===== config.mk =====
export PLATFORM = sky130hd
export DESIGN_NAME = cmp_pipe
export DESIGN_NICKNAME = d
export VERILOG_FILES = /design/src/rtl/cmp_pipe.sv
export SDC_FILE = /design/constraint.sdc
export NUM_CORES = 1
export LEC_CHECK = 0
export ABC_AREA = 1
export CAP_MARGIN = 20
export CORE_ASPECT_RATIO = 0.5
export CORE_UTILIZATION = 38
export DETAILED_ROUTE_END_ITERATION = 8
export PLACE_DENSITY = 0.79
export SLEW_MARGIN = 20
export SYNTH_ARGS = -nofsm -noshare
export SYNTH_HDL_FRONTEND = slang
export SYNTH_SLANG_ARGS = --single-unit

===== constraint.sdc =====
create_clock -name clk -period 1.8 [get_ports clk]
set_input_delay 0.36 -clock clk [delete_from_list [all_inputs] [get_ports clk]]
set_output_delay 0.36 -clock clk [all_outputs]
set_load 0.01 [all_outputs]

===== src/rtl/cmp_pipe.sv =====
// ---------------------------------------------------------------------------
// cmp_pipe
// Pipelined condition comparator for the execute stage. It resolves branch
// conditions and SLT/min/max style ALU results. Each request {op, a, b, tag}
// is accepted over a valid/ready handshake. The flag, value, tag and illegal
// bit come out exactly STAGES cycles later when nothing downstream stalls.
//
// Parameters:
//   XLEN   operand/result width (8..64), defaults to `XLEN (32)
//   STAGES pipeline depth = latency in cycles (1..4)
//   TAG_W  width of the opaque tag carried with each op
//
// Ports:
//   clk, rst_n            clock (rising edge) and async active-low reset
//   flush                 drop every in-flight op this cycle
//   in_valid/in_ready     request handshake
//   in_op, in_a, in_b     opcode and operands
//   in_tag                opaque tag, returned with the result
//   out_valid/out_ready   result handshake
//   out_flag              condition result
//   out_value             zero-extended flag (compares) or chosen operand
//   out_tag               tag of the result
//   out_illegal           opcode was not recognised
//
// Optional feature (macro CMP_PIPE_MINMAX_EN):
//   Defined   -> ops 8..11 (MIN/MAX/MINU/MAXU) select an operand.
//   Undefined -> ops 8..11 are illegal, and the operand pipeline and
//                the selection mux are not built.
// ---------------------------------------------------------------------------
`ifndef XLEN
`define XLEN 32
`endif

module cmp_pipe #(
  parameter int XLEN   = `XLEN,
  parameter int STAGES = 2,
  parameter int TAG_W  = 5
) (
  input  logic             clk,
  input  logic             rst_n,
  input  logic             flush,
  input  logic             in_valid,
  output logic             in_ready,
  input  logic [3:0]       in_op,
  input  logic [XLEN-1:0]  in_a,
  input  logic [XLEN-1:0]  in_b,
  input  logic [TAG_W-1:0] in_tag,
  output logic             out_valid,
  input  logic             out_ready,
  output logic             out_flag,
  output logic [XLEN-1:0]  out_value,
  output logic [TAG_W-1:0] out_tag,
  output logic             out_illegal
);

  localparam logic [3:0] OP_EQ    = 4'd0;
  localparam logic [3:0] OP_NE    = 4'd1;
  localparam logic [3:0] OP_LT    = 4'd2;
  localparam logic [3:0] OP_LTU   = 4'd3;
  localparam logic [3:0] OP_GE    = 4'd4;
  localparam logic [3:0] OP_GEU   = 4'd5;
  localparam logic [3:0] OP_TRUE  = 4'd6;
  localparam logic [3:0] OP_FALSE = 4'd7;
`ifdef CMP_PIPE_MINMAX_EN
  localparam logic [3:0] OP_MIN   = 4'd8;
  localparam logic [3:0] OP_MAX   = 4'd9;
  localparam logic [3:0] OP_MINU  = 4'd10;
  localparam logic [3:0] OP_MAXU  = 4'd11;
`endif

  logic             adv_out;
  logic             s1_adv;
  logic             accept;

  // The view of the op that feeds the final decode and the output register
  logic             d_valid;
  logic [3:0]       d_op;
  logic [TAG_W-1:0] d_tag;
  logic             d_eq;
  logic             d_lt;
  logic             d_ltu;
`ifdef CMP_PIPE_MINMAX_EN
  logic [XLEN-1:0]  d_a;
  logic [XLEN-1:0]  d_b;
`endif

  logic             n_flag;
  logic [XLEN-1:0]  n_value;
  logic             n_illegal;
  logic             n_is_cmp;

  assign adv_out  = !out_valid || out_ready;
  assign in_ready = s1_adv && !flush;
  assign accept   = in_valid && in_ready;

  generate
    if (STAGES == 1) begin : g_single
      // With one stage the compare and decode both feed the output register
      assign s1_adv  = adv_out;
      assign d_valid = accept;
      assign d_op    = in_op;
      assign d_tag   = in_tag;
      assign d_eq    = (in_a == in_b);
      assign d_lt    = ($signed(in_a) < $signed(in_b));
      assign d_ltu   = (in_a < in_b);
`ifdef CMP_PIPE_MINMAX_EN
      assign d_a     = in_a;
      assign d_b     = in_b;
`endif
    end else begin : g_multi
      localparam int P = STAGES - 1;

      logic [P:1]       pv;
      logic [P:1]       peq;
      logic [P:1]       plt;
      logic [P:1]       pltu;
      logic [3:0]       pop  [1:P];
      logic [TAG_W-1:0] ptag [1:P];
`ifdef CMP_PIPE_MINMAX_EN
      logic [XLEN-1:0]  pa   [1:P];
      logic [XLEN-1:0]  pb   [1:P];
`endif
      logic [P:1]       adv;

      // A stage may move when the output drains or any later stage has a hole
      for (genvar k = 1; k <= P; k++) begin : g_adv
        assign adv[k] = adv_out || !(&pv[P:k]);
      end

      assign s1_adv = adv[1];

      // Stage valid bits; flush wins over both accept and stall
      always_ff @(posedge clk or negedge rst_n) begin
        if (!rst_n) begin
          pv <= '0;
        end else if (flush) begin
          pv <= '0;
        end else begin
          if (adv[1]) pv[1] <= accept;
          for (int k = 2; k <= P; k++) begin
            if (adv[k]) pv[k] <= pv[k-1];
          end
        end
      end

      // Stage 1 does all comparisons; later stages only delay the results
      always_ff @(posedge clk) begin
        if (accept) begin
          pop[1]  <= in_op;
          ptag[1] <= in_tag;
          peq[1]  <= (in_a == in_b);
          plt[1]  <= ($signed(in_a) < $signed(in_b));
          pltu[1] <= (in_a < in_b);
`ifdef CMP_PIPE_MINMAX_EN
          pa[1]   <= in_a;
          pb[1]   <= in_b;
`endif
        end
        for (int k = 2; k <= P; k++) begin
          if (!flush && adv[k] && pv[k-1]) begin
            pop[k]  <= pop[k-1];
            ptag[k] <= ptag[k-1];
            peq[k]  <= peq[k-1];
            plt[k]  <= plt[k-1];
            pltu[k] <= pltu[k-1];
`ifdef CMP_PIPE_MINMAX_EN
            pa[k]   <= pa[k-1];
            pb[k]   <= pb[k-1];
`endif
          end
        end
      end

      assign d_valid = pv[P];
      assign d_op    = pop[P];
      assign d_tag   = ptag[P];
      assign d_eq    = peq[P];
      assign d_lt    = plt[P];
      assign d_ltu   = pltu[P];
`ifdef CMP_PIPE_MINMAX_EN
      assign d_a     = pa[P];
      assign d_b     = pb[P];
`endif
    end
  endgenerate

  // Decode the flag and value from the registered compare bits; ties in
  // min/max pick a because the strict less-than selects b only when b wins
  always_comb begin
    n_flag    = 1'b0;
    n_value   = '0;
    n_illegal = 1'b0;
    n_is_cmp  = 1'b1;
    case (d_op)
      OP_EQ:    n_flag = d_eq;
      OP_NE:    n_flag = !d_eq;
      OP_LT:    n_flag = d_lt;
      OP_LTU:   n_flag = d_ltu;
      OP_GE:    n_flag = !d_lt;
      OP_GEU:   n_flag = !d_ltu;
      OP_TRUE:  n_flag = 1'b1;
      OP_FALSE: n_flag = 1'b0;
`ifdef CMP_PIPE_MINMAX_EN
      OP_MIN: begin
        n_is_cmp = 1'b0;
        n_flag   = d_lt;
        n_value  = d_lt ? d_a : d_b;
      end
      OP_MAX: begin
        n_is_cmp = 1'b0;
        n_flag   = d_lt;
        n_value  = d_lt ? d_b : d_a;
      end
      OP_MINU: begin
        n_is_cmp = 1'b0;
        n_flag   = d_ltu;
        n_value  = d_ltu ? d_a : d_b;
      end
      OP_MAXU: begin
        n_is_cmp = 1'b0;
        n_flag   = d_ltu;
        n_value  = d_ltu ? d_b : d_a;
      end
`endif
      default: begin
        n_is_cmp  = 1'b0;
        n_illegal = 1'b1;
      end
    endcase
    if (n_is_cmp) n_value = {{(XLEN-1){1'b0}}, n_flag};
  end

  // Output register; data only loads with a real op so it holds under stall
  always_ff @(posedge clk or negedge rst_n) begin
    if (!rst_n) begin
      out_valid   <= 1'b0;
      out_flag    <= 1'b0;
      out_value   <= '0;
      out_tag     <= '0;
      out_illegal <= 1'b0;
    end else if (flush) begin
      out_valid <= 1'b0;
    end else if (adv_out) begin
      out_valid <= d_valid;
      if (d_valid) begin
        out_flag    <= n_flag;
        out_value   <= n_value;
        out_tag     <= d_tag;
        out_illegal <= n_illegal;
      end
    end
  end

endmodule


After elaboration in Yosys (flattened, before gate mapping)
Memories as Yosys holds them, arrays and structs flattened. A register that Yosys moved wholly into a read port is not among the register bits.
Index checks and enable logic that the tools add are counted.
{"block": "classes", "eq_ne": 8, "n_reduce_logical": 16, "bitwise": 1, "magnitude_cmp": 2, "mux": 10}
{"cell": "32-bit less-than comparator", "n": 2}
{"cell": "32-bit == test", "n": 1}
{"cell": "4-bit by 3-bit == test with 1-bit output (second input constant)", "n": 4}
{"cell": "1-bit two-way mux", "n": 9}
{"cell": "4-bit by 2-bit == test with 1-bit output (second input constant)", "n": 2}
{"cell": "8-bit OR reduction", "n": 1}
{"cell": "1-bit zero test", "n": 7}
{"cell": "1-bit one-hot mux with 7 select lines", "n": 1}
{"cell": "4-bit by 1-bit == test with 1-bit output (second input constant)", "n": 1}
{"cell": "4-bit zero test", "n": 1}
{"cell": "2-bit nonzero test", "n": 2}
{"cell": "3-bit AND reduction", "n": 1}
{"cell": "1-bit logical AND", "n": 2}
{"cell": "1-bit logical OR", "n": 2}
{"cell": "1-bit NOT", "n": 1}
{"block": "totals", "in_bits": 78, "register_bits": 39, "output_inout_bits": 41, "word_cells": 47, "memories": 2, "ramBits": 9}
{"memory": "g_multi.ptag", "depth": 1, "word_bits": 5, "read_ports": 1, "rd_clocked_by_memory_dff": 1, "write_ports": 1, "line": "118", "source": "logic [TAG_W-1:0] ptag [1:P];"}
{"memory": "g_multi.pop", "depth": 1, "word_bits": 4, "read_ports": 1, "rd_clocked_by_memory_dff": 0, "write_ports": 1, "line": "117", "source": "logic [3:0] pop [1:P];"}

Longest topological paths before layout
{"block": "logic_depth", "depth_word": 7, "ltp_mapped": 15, "ltp_nobuf": 15}

Least setup slack after synthesis
OpenSTA, ideal clock, no wires.
{"block": "synth_path", "path_kind": "register to register", "from": "reg out_valid", "to": "reg g_multi.peq (netlist: d_eq), enable pin", "path_stages_with_launch": 8, "path_buffers": 0, "required_ns": 1.420, "arrival_time_ns": 1.250, "slack_ns": 0.169, "period_less_slack_ns": 1.631, "cell_sequence": "dfrtp_1 > inv_1 > nor2_1 > inv_1 > nor2_1 > inv_1 > nand2_1 > nor2_1"}
{"block": "synth_via", "elab_chain_len": 5}
{"item": "start: declaration", "line": "48", "source": "output logic out_valid,"}
{"item": "start signal: assignment", "line": "244", "source": "out_valid <= d_valid;"}
{"item": "1-bit zero test", "line": "92", "source": "assign adv_out = !out_valid || out_ready;"}
{"item": "1-bit logical OR", "line": "92"}
{"item": "1-bit logical OR", "line": "127", "source": "assign adv[k] = adv_out || !(&pv[P:k]);"}
{"item": "1-bit logical AND", "line": "93", "source": "assign in_ready = s1_adv && !flush;"}
{"item": "1-bit logical AND", "line": "94", "source": "assign accept = in_valid && in_ready;"}
{"item": "net accept", "line": "73", "source": "logic accept;"}
{"item": "end signal: indexed assignment", "line": "163", "source": "peq[k] <= peq[k-1];"}
{"item": "end: declaration", "line": "114", "source": "logic [P:1] peq;"}
The timed path passes the listed nets, and every way through them passes these cells.
A chain may end at the register's enable or synchronous reset.

Worst setup path after layout
{"block": "layout_path", "from": "in in_a[31]", "to": "reg g_multi.plt (netlist: d_lt), data pin"}
{"block": "layout_via", "elab_chain_len": 1}
{"item": "start: declaration", "line": "45", "source": "input logic [XLEN-1:0] in_a,"}
{"item": "32-bit less-than comparator", "line": "152", "source": "plt[1] <= ($signed(in_a) < $signed(in_b));"}
{"item": "end signal: indexed assignment", "line": "164", "source": "plt[k] <= plt[k-1];"}
{"item": "end: declaration", "line": "115", "source": "logic [P:1] plt;"}
No other way between the ends.

==> results.md <==
* Final Util at 0.690
* Post-synth EDFFs at 12
* Die Y-Extent at 52.6 um
* Worst-path fanout max at 3
* Critical path endpoint category: register
* Placer Congestion at 0.795
* Clk_skew at 1.55 ps
* Hold Path Class: input pin to async pin
* Hold WS at 401 ps
* Routed vias/inst at 4.33
* Deepest clock path buffer count at 2
* Total power at 1.63 mW
* Total GRT Usage at 0.155
* Leakage at 1.62 nW
* Overflow after GRT at 0
* Slowest stage delay, CP at 510 ps
* Clk root buf: clkbuf_8
* Routed via count at 1785
* Critical Path Most Common Cell: nand2_1
* CP max-delay cell: clkdlybuf4s50_1
* Die area at 5430 um^2
* Dpl cell area at 2830 um^2
* DR pass1 iterations at 5
* Antenna violations before repair at 0
* CP arrival at 1820 ps
* Synth-to-layout area growth at 65.0%
* Diode count at 0
* Die X at 103 um
* Met2 usage at 0.344
* Post-synth top area share at 0.206
* Initial detailed-routing violation count at 33
* Initial Util at 0.418
* M1 GR Usage at 0.154
* Final number of hold-violating endpoints at 0
* ANT nets after route at 0
* Synth Warn # at 0
* Finished Cell Area at 3210 um^2
* Top FF cell, synth: edfxtp_1
* Failing checks: negative setup slack
* CP startpoint kind: input pin
* CTS tree: built
* I/O Buffers at 87
* Commonest non-fill, non-tap cell in the layout: clkdlybuf4s50_1
* Core area at 4660 um^2
* CTS sink cnt at 22
* Seq cells post-synth at 22
* F_max at 555 MHz
* Final WL at 4600 um
* Final net count at 457
* Worst Setup Path Type: input pin to register
* Pin count of the biggest net entering global routing at 14
* Cell depth of the worst setup path at 10
* Vias in the first global route at 1686
* Run status: finished, violations left
* Worst-path cell chain: clkdlybuf4s50_1 > ha_4 > a21o_1 > clkinv_1 > o21a_1 > nand2_1 > a21oi_2 > nand2_2 > nand2_1 > nand2_1
* Drt wl/cell at 11.2 um
* Setup repair after global routing missed its margin: true
* Clock buffer count from CTS at 3
* Syn_area_per_cell at 7.79 um^2
* Clk slew on worst S/H paths at 80 ps
* Clock Latency Late Sink at 250 ps
* Tmin final at 1800 ps
* Gr busiest metal: met2
* Register area share after synthesis at 0.313
* Core Rows at 17
* Setup TNS at -1.33 ps
* Final Cycle Share at 1.00
* DP Wirelength at 3530 um
* Post-CTS Setup Bufs at 0
* CP bufs+invs at 2
* Ports at 119
* Power per cell area at 506 nW/um^2
* Post-Syn Instances at 250
* R2R cell count at 9
* Final Slew Violations at 0
* VDD IR max at 0.000286 V
* H-tree Lvls at 1
* Mapped Area at 1950 um^2
* Final setup fails at 1
* Delay-heaviest family, CP: buffers and inverters
* Met3 GRT Util at 0.0147
* First-pass GRT wire length at 6560 um
* # DRC at 0
* Fin worst setup slack at -1.33 ps
* Area leader, netlist: ha_1
* WP data required at 1820 ps
* Commonest cells after routing, fill and taps aside: clkdlybuf4s50_1, nand2_1, inv_1
* Top cells by area, synth: ha_1, edfxtp_1, dfrtp_1
* Max-cap violations at 0
* Share of cells above drive strength 1 at 0.197
* Asr flop ratio synth at 0.455
* Synth cell types at 23
[metal layers]
metal | wire [um] | vias to the layer above
li1 | - | 906
met1 | 1670 | 807
met2 | 2660 | 64
met3 | 183 | 8
met4 | 95 | 0
met5 | 0 | -
[synthesized netlist by cell type, drive strengths merged, types with 2 or more instances]
cell type  instances
nand4              2
nor2              18
nand3              4
o21a               2
a21o               2
a21oi             14
dfrtp             10
nand2             62
inv               51
o21ai              4
buf               31
ha                32
edfxtp            12
[layout make-up]
| type | count | area (um^2) |
|---|---|---|
| clock buffers | 4 | 66.3 |
| fillers | 367 | 1440 |
| inverters | 52 | 195 |
| multi-input cells | 175 | 1320 |
| flip-flops and latches | 22 | 611 |
| well taps | 66 | 82.6 |
| repair buffers | 93 | 937 |
[per-stage QoR]
step,std cells,setup WS (ps)
finish,412,-1.33
global route,412,-99.8
CTS,412,5.04
detailed placement,408,-330
global placement,408,-275
floorplan,280,169
[final timing paths]
check                                   startpoint            endpoint  slack [ps]
min in group clk                g_multi.ptag[1][1]          out_tag[1]         440
worst min-delay path                         rst_n             d_valid         400
worst max register to register           out_valid  g_multi.ptag[1][2]         400
worst max-delay path                      in_a[31]                d_lt          -1
worst min register to register  g_multi.ptag[1][1]          out_tag[1]         440
max in group asynchronous                    rst_n         out_illegal        1110
[cell families (layout without fill, tap and decap cells)]
kind of cell | Yosys count | in the layout | synth area share
other | 1 | 31 | 0.00192
buffers and inverters | 83 | 149 | 0.220
adder cells (fa/ha/maj) | 32 | 32 | 0.206
AND/OR/NAND/NOR | 88 | 88 | 0.188
AO/OA/AOI/OAI | 23 | 23 | 0.0674
flip-flops | 22 | 22 | 0.313
XOR/XNOR | 1 | 1 | 0.00450
[sequential cells by signal, indices dropped and copies added, names as in the netlist]
signal and cells:
d_ltu 1, g_multi.ptag 5, d_valid 1, g_multi.pop 4
out_illegal 1, out_flag 1, d_eq 1, out_tag 5
d_lt 1, out_value 1, out_valid 1
[power breakdown]
group	leakage, nW	total (mW)	internal, mW	switching [mW]
Combinational	1.35	0.636	0.357	0.279
Sequential	0.240	0.602	0.580	0.0210
Clock	0.0339	0.388	0.241	0.148
Total	1.62	1.63	1.18	0.448
[timing repair]
item                       4_1_cts  5_1_grt
cloned                           0        0
hold buffers                     0        0
resized for setup               16       50
setup endpoints to repair        3        3
pin swaps                        8       18
No activity file was read; power rests on OpenSTA's default activity.
==> RTL edit: new RTL, same settings <==
`TAG_W`: 5 -> 10.
--- a/src/rtl/cmp_pipe.sv
+++ b/src/rtl/cmp_pipe.sv
@@ -34,7 +34,7 @@
 module cmp_pipe #(
   parameter int XLEN   = `XLEN,
   parameter int STAGES = 2,
-  parameter int TAG_W  = 5
+  parameter int TAG_W  = 10
 ) (
   input  logic             clk,
   input  logic             rst_n,
Interface: changed (resized in_tag and out_tag); port bits go from 119 to 129. The function was not compared with the original's and may differ.
==> RTL edit against the unedited design <==
The run ends with DRC left; sequential share of layout area up 3.6 points; die area up 17%; synthesized area up 17%; worst setup slack better by 0.024 ns; first-iteration DRC count up 140%; cell area up 22%; clock power up 110%; power up 51%; routed wire length up 19%; sequential cell count up 10.
==> RTL edit: results (changes against the unedited design) <==
Status
  • Status: finished, violations left (unchanged)
  • Violated checks: DRC (was setup timing)

Synth
  • Ys Warns: 0 (unchanged)
  • Synth top cells by count: nand2_1 (72), inv_1 (48), ha_1 (32) (was nand2_1 (59), inv_1 (49), ha_1 (32))
  • Synth cell types: 25 (was 23)
  • Synth top area cells: edfxtp_1 (22%), ha_1 (18%), dfrtp_1 (16%) (was ha_1 (21%), edfxtp_1 (18%), dfrtp_1 (13%))
  • EDFF count, synth: 17 (was 12)
  • Main synth FF type: edfxtp_1 (unchanged)
  • Post-synthesis sequential area ratio: 0.388 (was 0.313)
  • Post-synth ARST share: 0.469 (was 0.455)
  • Post-Syn Instances: 274 (was 250)

Global route
  • Largest net degree at the start of global routing: 18 (was 14)
  • GRT Overall Usage: 0.162 (was 0.155)
  • Vias in the first global route: 1962 (was 1686)
  • Initial antenna violation count: 0 (unchanged)
  • First-pass GRT wire length: 8250 um (was 6560 um)

Placed design
  • I/O Buffers: 97 (was 87)
  • Routability cong.: 0.701 (was 0.795)
  • Dpl cell area: 3320 sq um (was 2830 sq um)
  • HPWL after DPL: 3970 um (was 3530 um)
  • Pre-CTS WS: -0.388 ns (was -0.330 ns)
  • Post-placement cell count: 453 (was 408)

Worst hold path
  • Worst Hold Class: flip-flop to flip-flop (was input pin to asynchronous set/reset pin)

Route
  • Drt drc: 5 (was 0)
  • DRT iter0 DRCs: 78 (was 33)
  • WL final: 5480 um (was 4600 um)
  • Vias: 2038 (was 1785)
  • DRT Pass-1 Iters: 6 (was 5)

Setup path
  • Worst EP arrival: 1.80 ns (was 1.82 ns)
  • Critical path fanouts, max: 2 (was 3)

Clocking
  • CTS Buf Count: 5 (was 3)
  • Worst-path clk slew: 0.05 ns (was 0.08 ns)
  • Max H-tree Level: 2 (was 1)
  • Clk_lat worst skew: 0.27 ns (was 0.25 ns)
  • CTS root buf: clkbuf_16 (was clkbuf_8)
  • Max Root-Sink Buffers: 2 (unchanged)

Cells and area
  • Number of diodes: 0 (unchanged)
  • Final std cells w/o fill: 462 (was 412)
  • Share of post-route cells with drive strength above 1: 0.260 (was 0.197)
  • Layout filler cell count: 434 (was 367)
  • Syn-to-layout area delta: 71.6% (was 65.0%)
  • NumNets Final: 503 (was 457)
  • Largest regs: g_multi.ptag: 10 flops, out_tag: 10 flops, g_multi.pop: 4 flops (was g_multi.ptag: 5 flops, out_tag: 5 flops, g_multi.pop: 4 flops)

Power
  • Leakage: 2.07 nW (was 1.62 nW)
  • Worst VDD drop: 420 uV (was 286 uV)

Timing
  • Max_slew headroom: 0.548
  • Skew final: 0.00267 ns (was 0.00155 ns)
RTL edit: area by class of cell:
class,count,share of cell area
Multi-Input combinational cell,189,0.375
Timing Repair Buffer,110,0.291
Sequential cell,32,0.226
Inverter,50,0.0479
Clock buffer,8,0.0373
Tap cell,73,0.0233
RTL edit: timing repair:
action | in CTS | in global routing
pin swaps | 24 | 36
cloned | 0 | 0
setup endpoints to repair | 2 | 8
hold buffers | 0 | 0
resized for setup | 42 | 85
setup buffers | 1 | 0
RTL edit: cells by family (layout without fill, tap and decap cells):
logic type                 after synthesis  count (layout)  synth area share
and+or+nand+nor                        102             102             0.186
buffers and inverters                   83             168             0.188
adders and majority gates               32              32             0.175
DFF                                     32              32             0.388
AOI/OAI and AO/OA                       23              23            0.0575
other                                    1              31           0.00164
xor gates and xnor gates                 1               1           0.00383
RTL edit: final timing paths:
check                           depth (start not counted)                      endpoint                    startpoint  slack (ns)
max in group asynchronous                               1        out_tag[6]$_DFFE_PN0P_                         rst_n        0.86
worst max-delay path                                   11                d_lt$_DFFE_PP_                      in_b[30]        0.02
worst min register to register                          2        out_tag[3]$_DFFE_PN0P_  g_multi.ptag[1][3]$_DFFE_PP_        0.45
min in group asynchronous                               1          out_flag$_DFFE_PN0P_                         rst_n        0.51
worst max register to register                          8  g_multi.ptag[1][6]$_DFFE_PP_         out_valid$_DFFE_PN0P_        0.31
worst min-delay path                                    2        out_tag[3]$_DFFE_PN0P_  g_multi.ptag[1][3]$_DFFE_PP_        0.45
RTL edit: critical path: stages:
cell             delay (ns)
clkdlybuf4s50_1        0.46
inv_1                  0.07
ha_4                   0.16
a21o_1                 0.16
inv_1                  0.05
o21a_1                 0.11
nand2_1                0.07
a21oi_2                0.15
nand2_2                0.08
nand2_1                0.06
nand2_1                0.06
RTL edit: layer usage:
layer  wire length, um  vias up  global-route usage
met5                 0        -                   0
met4                65        0              0.0579
met3               210        8              0.0248
met2              3090       65               0.331
met1              2120      937               0.170
li1                  -     1028                   -
RTL edit: report_power, final:
part           internal, mW  total, mW  switching [mW]
sequential            0.850      0.886          0.0365
combinational         0.418      0.755           0.337
clock                 0.549      0.811           0.262
RTL edit: through the flow:
step / TNS [ns] / hold slack (ns)
global placement: -4.51 / 0.432
finish: 0 / 0.448
detailed placement: -4.45 / 0.439
CTS: 0 / 0.449
global route: -0.0522 / 0.473
floorplan: 0 / 0.0644
